**config.mk**
```make
export PLATFORM = sky130hd
export DESIGN_NAME = uart_rx
export DESIGN_NICKNAME = d
export VERILOG_FILES = /design/src/rtl/uart_pkg.sv /design/src/rtl/uart_os_tick.sv /design/src/rtl/uart_rx.sv
export SDC_FILE = /design/constraint.sdc
export NUM_CORES = 1
export LEC_CHECK = 0
export BUFFER_PORTS_ARGS = -buffer_cell sky130_fd_sc_hd__buf_2
export CORE_UTILIZATION = 40
export DETAILED_ROUTE_END_ITERATION = 8
export SYNTH_ARGS = -nofsm -noshare
export SYNTH_HDL_FRONTEND = slang
export SYNTH_HIERARCHICAL = 1
export SYNTH_SLANG_ARGS = --single-unit
```
**constraint.sdc**
```tcl
create_clock -name clk -period 2 [get_ports clk]
set_clock_uncertainty 0.15 [all_clocks]
set_input_delay 0.4 -clock clk [delete_from_list [all_inputs] [get_ports clk]]
set_output_delay 0.4 -clock clk [all_outputs]
set_load 0.005 [all_outputs]
```
**src/rtl/uart_pkg.sv**
```systemverilog
// Shared definitions for the UART receive and transmit paths.
package uart_pkg;

    typedef enum logic [2:0] {
        IDLE,
        START,
        DATA,
        STOP,
        BREAK
    } uart_state_e;

    localparam int unsigned OSR   = 16;
    localparam int unsigned SMP_A = 7;
    localparam int unsigned SMP_B = 8;
    localparam int unsigned SMP_C = 9;

    function automatic int unsigned calc_tick_div(input int unsigned clk_hz,
                                                  input int unsigned baud,
                                                  input int unsigned osr);
        return clk_hz / (baud * osr);
    endfunction

endpackage

```
**src/rtl/uart_os_tick.sv**
```systemverilog
// Oversample tick generator: one-clock pulse every TICK_DIV clocks, restartable.
module uart_os_tick #(
    parameter int unsigned TICK_DIV = 27
) (
    input  logic clk,
    input  logic nRst,
    input  logic clear,
    output logic tick
);

    localparam int unsigned CW = (TICK_DIV > 1) ? $clog2(TICK_DIV) : 1;

    logic [CW-1:0] cnt_q, cnt_d;

    assign tick = (cnt_q == CW'(TICK_DIV - 1));

    always_comb begin
        cnt_d = cnt_q + CW'(1);
        if (clear || tick) begin
            cnt_d = '0;
        end
    end

    always_ff @(posedge clk or negedge nRst) begin
        if (!nRst) begin
            cnt_q <= '0;
        end else begin
            cnt_q <= cnt_d;
        end
    end

endmodule

```
**src/rtl/uart_rx.sv**
```systemverilog
// 8N1 UART receiver with 16x oversampling and 3-sample majority voting.
module uart_rx
    import uart_pkg::*;
#(
    parameter int unsigned CLK_HZ = 50000000,
    parameter int unsigned BAUD   = 115200
) (
    input  logic       clk,
    input  logic       nRst,
    input  logic       rx,
    output logic [7:0] data,
    output logic       valid,
    output logic       frame_err,
    output logic       busy
);

    localparam int unsigned TICK_DIV = calc_tick_div(CLK_HZ, BAUD, OSR);

    uart_state_e state_q, state_d;
    logic [1:0]  sync_q;
    logic        rx_prev_q;
    logic [3:0]  ti_q, ti_d;
    logic [2:0]  bit_q, bit_d;
    logic [7:0]  shift_q, shift_d;
    logic        va_q, va_d, vb_q, vb_d;
    logic [7:0]  data_q, data_d;
    logic        valid_q, valid_d;
    logic        ferr_q, ferr_d;

    logic rx_s, fall, tick, clear, maj, commit, bit_end;

    assign rx_s    = sync_q[1];
    assign fall    = rx_prev_q & ~rx_s;
    assign clear   = (state_q == IDLE) && fall;
    assign maj     = (va_q & vb_q) | (va_q & rx_s) | (vb_q & rx_s);
    assign commit  = tick && (ti_q == 4'(SMP_C));
    assign bit_end = tick && (ti_q == 4'(OSR - 1));

    uart_os_tick #(.TICK_DIV(TICK_DIV)) u_tick (
        .clk   (clk),
        .nRst  (nRst),
        .clear (clear),
        .tick  (tick)
    );

    always_comb begin
        state_d = state_q;
        ti_d    = ti_q;
        bit_d   = bit_q;
        shift_d = shift_q;
        va_d    = va_q;
        vb_d    = vb_q;
        data_d  = data_q;
        valid_d = 1'b0;
        ferr_d  = 1'b0;

        if (tick && (state_q != IDLE) && (state_q != BREAK)) begin
            ti_d = ti_q + 4'd1;
            if (ti_q == 4'(SMP_A)) va_d = rx_s;
            if (ti_q == 4'(SMP_B)) vb_d = rx_s;
        end

        unique case (state_q)
            IDLE: begin
                if (fall) begin
                    state_d = START;
                    ti_d    = '0;
                end
            end
            START: begin
                if (commit && maj) begin
                    state_d = IDLE;
                end else if (bit_end) begin
                    state_d = DATA;
                    bit_d   = '0;
                end
            end
            DATA: begin
                if (commit) begin
                    shift_d = {maj, shift_q[7:1]};
                end
                if (bit_end) begin
                    if (bit_q == 3'd7) state_d = STOP;
                    else               bit_d   = bit_q + 3'd1;
                end
            end
            // Leave at the stop-bit centre so a start bit right behind it is caught.
            STOP: begin
                if (commit) begin
                    if (maj) begin
                        data_d  = shift_q;
                        valid_d = 1'b1;
                        state_d = IDLE;
                    end else begin
                        ferr_d  = 1'b1;
                        state_d = BREAK;
                    end
                end
            end
            BREAK: begin
                if (rx_s) state_d = IDLE;
            end
            default: state_d = IDLE;
        endcase
    end

    always_ff @(posedge clk or negedge nRst) begin
        if (!nRst) begin
            sync_q    <= '1;
            rx_prev_q <= 1'b1;
            state_q   <= IDLE;
            ti_q      <= '0;
            bit_q     <= '0;
            shift_q   <= '0;
            va_q      <= 1'b1;
            vb_q      <= 1'b1;
            data_q    <= '0;
            valid_q   <= 1'b0;
            ferr_q    <= 1'b0;
        end else begin
            sync_q    <= {sync_q[0], rx};
            rx_prev_q <= rx_s;
            state_q   <= state_d;
            ti_q      <= ti_d;
            bit_q     <= bit_d;
            shift_q   <= shift_d;
            va_q      <= va_d;
            vb_q      <= vb_d;
            data_q    <= data_d;
            valid_q   <= valid_d;
            ferr_q    <= ferr_d;
        end
    end

    assign data      = data_q;
    assign valid     = valid_q;
    assign frame_err = ferr_q;
    assign busy      = (state_q != IDLE);

endmodule
```
==> run metrics, run 1 <==
status=finished with violations; violated checks=negative hold slack, negative setup slack; Mapped Cells=roughly 130; die width=approximately 68 um; crit end category=register; clk root buf=clkbuf_8; Area after DPL=a little under 2000 um^2; CTS tree=yes; Post-DRT Antenna Nets=0; setup TNS=-1.980 ns; initial core utilization=a little over two fifths; CTS Buf Count=5; R2R Path Start=u_tick/cnt_q[0]; Worst-path clk slew=0.07 ns; endpoints failing setup=23; worst setup margin=-0.1762 ns; WL final=between 3 and 4 mm; crit-path max FO=3; initial antenna violation count=0; Yosys top cell area share=a little under half; clock latency on the worst-skew pair=0.29 ns; Rows=23; Max stage delay on crit path=0.38 ns; non-filler cells, final=between 200 and 250; VDD IR max=~0.00056 V; Final #Nets=175; # clock sinks=38; Rel. slew slack=between 60 and 70%; htree depth=2; unrepaired setup endpoints after global routing=true; leakage power=approximately 1.0 nW; Post-CTS Hold Buffers=0; first-pass GRT wire length=between 5 and 6 mm; drt via density=5.120; fin. max-slew vios=0; Place WS=-0.1839 ns; Antenna Cells=0; IO Pins=14; Die Ht=about 68 um; f_max=roughly 0.46 GHz; nature of the critical path startpoint=register; Max Cap Violations=0; Design Area, Final=around 2200 um^2; total buffers and inverters traversed by the critical path=1; Area growth syn-to-layout=23.93%; Worst Hold Class=input port to asynchronous set/reset pin; Hold Slack=-0.008310 ns; pwr/cell area=between 900 and 1000 nW/um^2; crit path DAT=between 2 and 2.5 ns; pin count of the biggest net entering global routing=39; crit path cell chain=inv_1 > ha_1 > and4b_2 > and4b_1 > a21oi_2 > a2111oi_4 > mux2_1; drt first-iter violations=33; IO Port Bufs=13; Cell Area, Synth=about 1700 um^2; Final Hold Vio Count=11; Slowest-stage cell, CP=dfrtp_1; top cells by area, synth=dfrtp_1 47%, mux2_2 12%, dfstp_2 7.5%; Mean Syn Cell Area=about 14 um^2; sequential area share after synthesis=between 50 and 60%; Power Total=~2.1 mW; clk buf depth=2; Worst Setup SP=u_tick/cnt_q[0]; Largest delay share family, worst path=simple AND/OR/NAND/NOR gates; Worst Tran Pin Value=0.4683 ns; CP required=~2.0 ns; drt drc=0; Tcrit/Tclk final=108.8%; Unique masters post-synth=38; number of global-route vias before repair=1,125; syn nets=around 140; routed vias=between 1,000 and 1,500; fin util=52.97%; die area=about 4600 um^2; Final Wtd Congestion=0.8820; YS warnings=6; total track usage=16.56%; Core Box Area=about 4000 um^2; Yosys reg bits=38; WL/cell=approximately 14 um; Placed Cells=203; min Tclk post-route=2.176 ns; fill cell count=between 300 and 400; post-synth top area cell=dfrtp_1; share of layout cells above drive strength 1=approximately 47%; global route total overflow=0; crit path kind=register to register; DP HPWL=2.063 mm; TritonRoute pass-1 iters=4
cell usage after synthesis:
library cell	count
nor4b_1	1
a21oi_1	4
or3b_4	1
nor2_1	11
buf_4	1
nor3_4	1
mux2_1	1
or3b_1	1
a2111oi_2	1
nand4b_1	3
xor2_1	2
maj3_1	1
buf_6	1
dfstp_2	5
o21a_1	2
nand4_1	2
and4b_1	2
xnor2_1	2
ha_1	7
and4_1	3
nor4_4	2
or3_2	1
a211oi_1	1
nor2_4	1
nand2_1	2
a21oi_2	1
a22o_1	2
dfrtp_1	33
mux2_2	18
nor3_1	4
a2bb2oi_1	1
nand2b_1	1
nand3b_1	1
nor4_1	1
inv_1	4
or2_2	1
mux2_4	1
o21bai_1	2
worst register-to-register path, stage by stage (launching register included):
cell and delay (ns):
dfrtp_1 0.38, inv_1 0.06, ha_1 0.13, and4b_2 0.26, and4b_1 0.26, a21oi_2 0.10
a2111oi_4 0.38, mux2_1 0.35
state kept, by name, indices dropped and copies added (netlist names):
signal / count
vb_q: 1
state_q: 3
frame_err: 1
shift_q: 8
rx_prev_q: 1
data: 8
va_q: 1
sync_q: 2
valid: 1
ti_q: 4
u_tick/cnt_q: 5
bit_q: 3
worst paths after layout:
kind | end | slack, ns | cells past startpoint
worst max-delay path | state_q[0] | -0.18 | 7
worst min-delay path | shift_q[7] | -0.008 | 2
worst max register to register | state_q[0] | -0.18 | 7
worst min register to register | sync_q[1] | 0.21 | 0
max in group asynchronous | sync_q[1] | 1.36 | 2
min in group clk | sync_q[0] | 0.05 | 1
where the power goes:
part	switching [mW]	internal, mW
Sequential	0.0795	0.842
Clock	0.273	0.277
Combinational	0.290	0.305
Total	0.643	1.42
placed cells by master (no fill, tap or decap), drive strengths merged, types with 2 or more instances in the layout:
| master | netlist | routed |
|---|---|---|
| dfrtp | 33 | 33 |
| buf | 2 | 31 |
| mux2 | 20 | 20 |
| nor2 | 12 | 12 |
| ha | 7 | 7 |
| clkbuf | 0 | 6 |
| dfstp | 5 | 5 |
| a21oi | 5 | 5 |
| nor3 | 5 | 5 |
| inv | 4 | 4 |
| nand4b | 3 | 3 |
| and4 | 3 | 3 |
| nor4 | 3 | 3 |
| xnor2 | 2 | 2 |
| nand2 | 2 | 2 |
| xor2 | 2 | 2 |
| nand4 | 2 | 2 |
| a22o | 2 | 2 |
| o21bai | 2 | 2 |
| o21a | 2 | 2 |
| or3b | 2 | 2 |
| and4b | 2 | 2 |
per-layer routing:
layer | up-vias | GRT usage (%) | wire length (um)
met1 | 536 | 23.13 | 1467
met2 | 16 | 24.02 | 1455
li1 | 548 | - | -
met5 | - | 0 | 0
met4 | 0 | 7.031 | 61
met3 | 6 | 4.500 | 112
cells by family after synthesis:
logic type | after synthesis | synth area share [%]
flops | 38 | 54.80
simple gates | 39 | 16.41
mux | 20 | 13.11
fa+ha+maj | 8 | 5.587
xor+xnor | 4 | 2.006
buf+inv | 6 | 1.934
compound gates | 14 | 6.160
layout make-up:
type	count	area, um^2	share of cell area [%]
inverter	4	15.01	0.6936
timing repair buffer	31	224.0	10.35
clock inverter	2	12.51	0.5780
sequential	38	957.2	44.22
multi-input combinational	85	810.8	37.46
tap	50	62.56	2.890
clock buffer	6	82.58	3.815
what timing repair did:
item / in CTS / in global routing
gates cloned: 0 / 0
gates resized for setup: 12 / 4
setup endpoints to repair: 11 / 27
pin swaps: 7 / 4
buffers inserted: 5 / 0
Power figures use the tool's default switching activity.
==> run 2, diff against run 1 <==
- SYNTH_HIERARCHICAL: 1 -> not set
==> run metrics, run 2 <==
status=finished with violations; violated checks=negative hold slack; clk root buf=clkbuf_8; pin count of the biggest net entering global routing=39; Die Ht=between 60 and 70 um; clk buf depth=2; min Tclk post-route=about 1.9 ns; leakage power=between 1 and 1.5 nW; Post-DRT Antenna Nets=0; Cell Area, Synth=1769 um^2; crit-path max FO=9; Yosys reg bits=38; Antenna Cells=0; Area growth syn-to-layout=18.81%; Power Total=1.789 mW; f_max=0.5223 GHz; post-synth top area cell=dfrtp_1; crit path cell chain=buf_4 > or3_1 > buf_2; Rel. slew slack=68.20%; clock share of power=about 30%; Tcrit/Tclk final=95.74%; Final Hold Vio Count=3; die area=4693 um^2; IO Port Bufs=13; share of layout cells above drive strength 1=between 30% and 40%; Max stage delay on crit path=0.44 ns; Hold Slack=-0.0008433 ns; fin. max-slew vios=0; switching part of the total=27.60%; commonest non-fill, non-tap cell in the layout=dfrtp_1; htree depth=2; drt drc=0; Int Pwr=1.295 mW; Slowest-stage cell, CP=dfrtp_2; clock latency on the worst-skew pair=0.29 ns; ys async rst share=100.0%; top cells by area, synth=dfrtp_1 47%, mux2_2 12%, dfstp_2 7.4%; IO Pins=14; Most used DFF post-synth=dfrtp_1; Design Area, Final=~2100 um^2; Gate power share=19.2%; CTS Buf Count=5; pwr/cell area=between 800 and 900 nW/um^2; Worst Tran Pin Value=about 0.48 ns; most frequent cells in the layout=32 x dfrtp_1, 18 x mux2_2, 13 x buf_2, 13 x buf_4, 12 x nor2_1; WL/cell=roughly 14 um; drt first-iter violations=between 50 and 60; Mean Syn Cell Area=between 10 and 15 um^2; drt via density=~5.2; Mapped Cells=145; initial core utilization=a little over two fifths; Seq pwr share=50.8%; Rows=23; number of global-route vias before repair=about 1,200; CTS tree=yes; # clock sinks=38; DP HPWL=2.233 mm; routed vias=roughly 1,200; Core Box Area=between 4000 and 5000 um^2; Worst-path clk slew=approximately 0.080 ns; Unique masters post-synth=37; crit path kind=register to output pin; Yosys top cell area share=between 40 and 50%; YS warnings=0; VDD IR max=0.0003910 V; number of synthesized flops with an enable pin=0; nature of the critical path startpoint=register; Post-CTS Hold Buffers=0; TritonRoute pass-1 iters=4; Final Wtd Congestion=0.8380; Max Cap Violations=0; sequential area share after synthesis=54.10%; fill cell count=351; Worst Hold Class=input port to asynchronous set/reset pin; initial antenna violation count=0; global route total overflow=0; total track usage=15.22%; first-pass GRT wire length=around 5.1 mm; commonest cells in the synthesized netlist=33 x dfrtp_1, 19 x mux2_2, 12 x nor2_1; CP required=between 1 and 1.5 ns; crit path DAT=approximately 1.4 ns; Final #Nets=roughly 180; crit end category=output pin; worst-case reg-to-reg path depth=7; syn nets=between 150 and 200; most frequent cell after synthesis=dfrtp_1; die width=68.51 um; endpoints failing setup=0; unrepaired setup endpoints after global routing=true; net switching power=about 0.5 mW; WL final=approximately 3.1 mm; Area after DPL=approximately 2000 um^2
==> run 2: critical path, delay by kind of cell, from the launching register on <==
kind	cells	cell delay, ns
buffers and inverters	2	0.31
DFF	1	0.44
and+or+nand+nor	1	0.33
==> run 2: cell type report <==
class / count / area (um^2) / area share (%)
clock buffer: 6 / 82.58 / 3.929
tap: 50 / 62.56 / 2.976
sequential: 38 / 958.4 / 45.60
clock inverter: 2 / 12.51 / 0.5952
timing repair buffer: 28 / 202.7 / 9.643
inverter: 8 / 30.03 / 1.429
multi-input combinational: 93 / 753.2 / 35.83
==> run 2: kinds of logic (layout without fill, tap and decap cells) <==
logic type	Yosys count	in the layout	synth area share (%)
AOI/OAI and AO/OA	13	13	5.375
xor gates and xnor gates	6	6	2.970
adders and majority gates	8	8	5.516
and+or+nand+nor	44	44	14.43
buffers and inverters	14	44	3.819
DFF	38	38	54.10
muxes	22	22	13.79
==> run 2: stage by stage <==
stage	util, %	hold WS (ns)	worst slack, ns	TNS [ns]	std cells
after global routing	51.08	0.04295	-0.03687	-0.1865	225
final	51.08	-0.0008433	0.08526	0	225
after floorplan	-	-0.04559	0.04079	0	145
after global placement	48.53	0.1972	0.06511	0	217
after CTS	50.84	0.01832	0.01554	0	225
after detailed placement	48.53	0.1981	0.02342	0	217
==> run 2: final timing paths <==
check,to,slack [ns],start
min in group clk,sync_q[0],0.07,rx
worst max-delay path,busy,0.09,state_q[0]
worst max register to register,data[6],0.09,u_tick.cnt_q[0]
worst min-delay path,ti_q[1],-0.0008,nRst
worst min register to register,sync_q[1],0.21,sync_q[0]
max in group asynchronous,sync_q[0],1.34,nRst
==> run 2: per-layer routing <==
metal / part of all wire, % / up-vias / global-route usage (%) / routed length, um
met5: 0 / - / 0 / 0
met4: 1.2 / 0 / 6.250 / 36
met3: 3.3 / 7 / 4.934 / 101
met2: 48 / 16 / 25.37 / 1490
met1: 47 / 573 / 17.98 / 1459
li1: - / 564 / - / -
==> run 2: power groups by stage <==
stage / clock network, mW / logic, mW / registers [mW]
floorplan: 0 / 0.222 / 0.917
global placement: 0 / 0.333 / 0.921
detailed placement: 0 / 0.348 / 0.923
CTS: 0.559 / 0.349 / 0.909
global route: 0.597 / 0.388 / 0.921
finish: 0.538 / 0.343 / 0.909
==> run 2: what timing repair did <==
action / 4_1_cts / 5_1_grt
setup buffers: 0 / 0
gates resized for setup: 0 / 4
endpoints found under the setup margin: 0 / 15
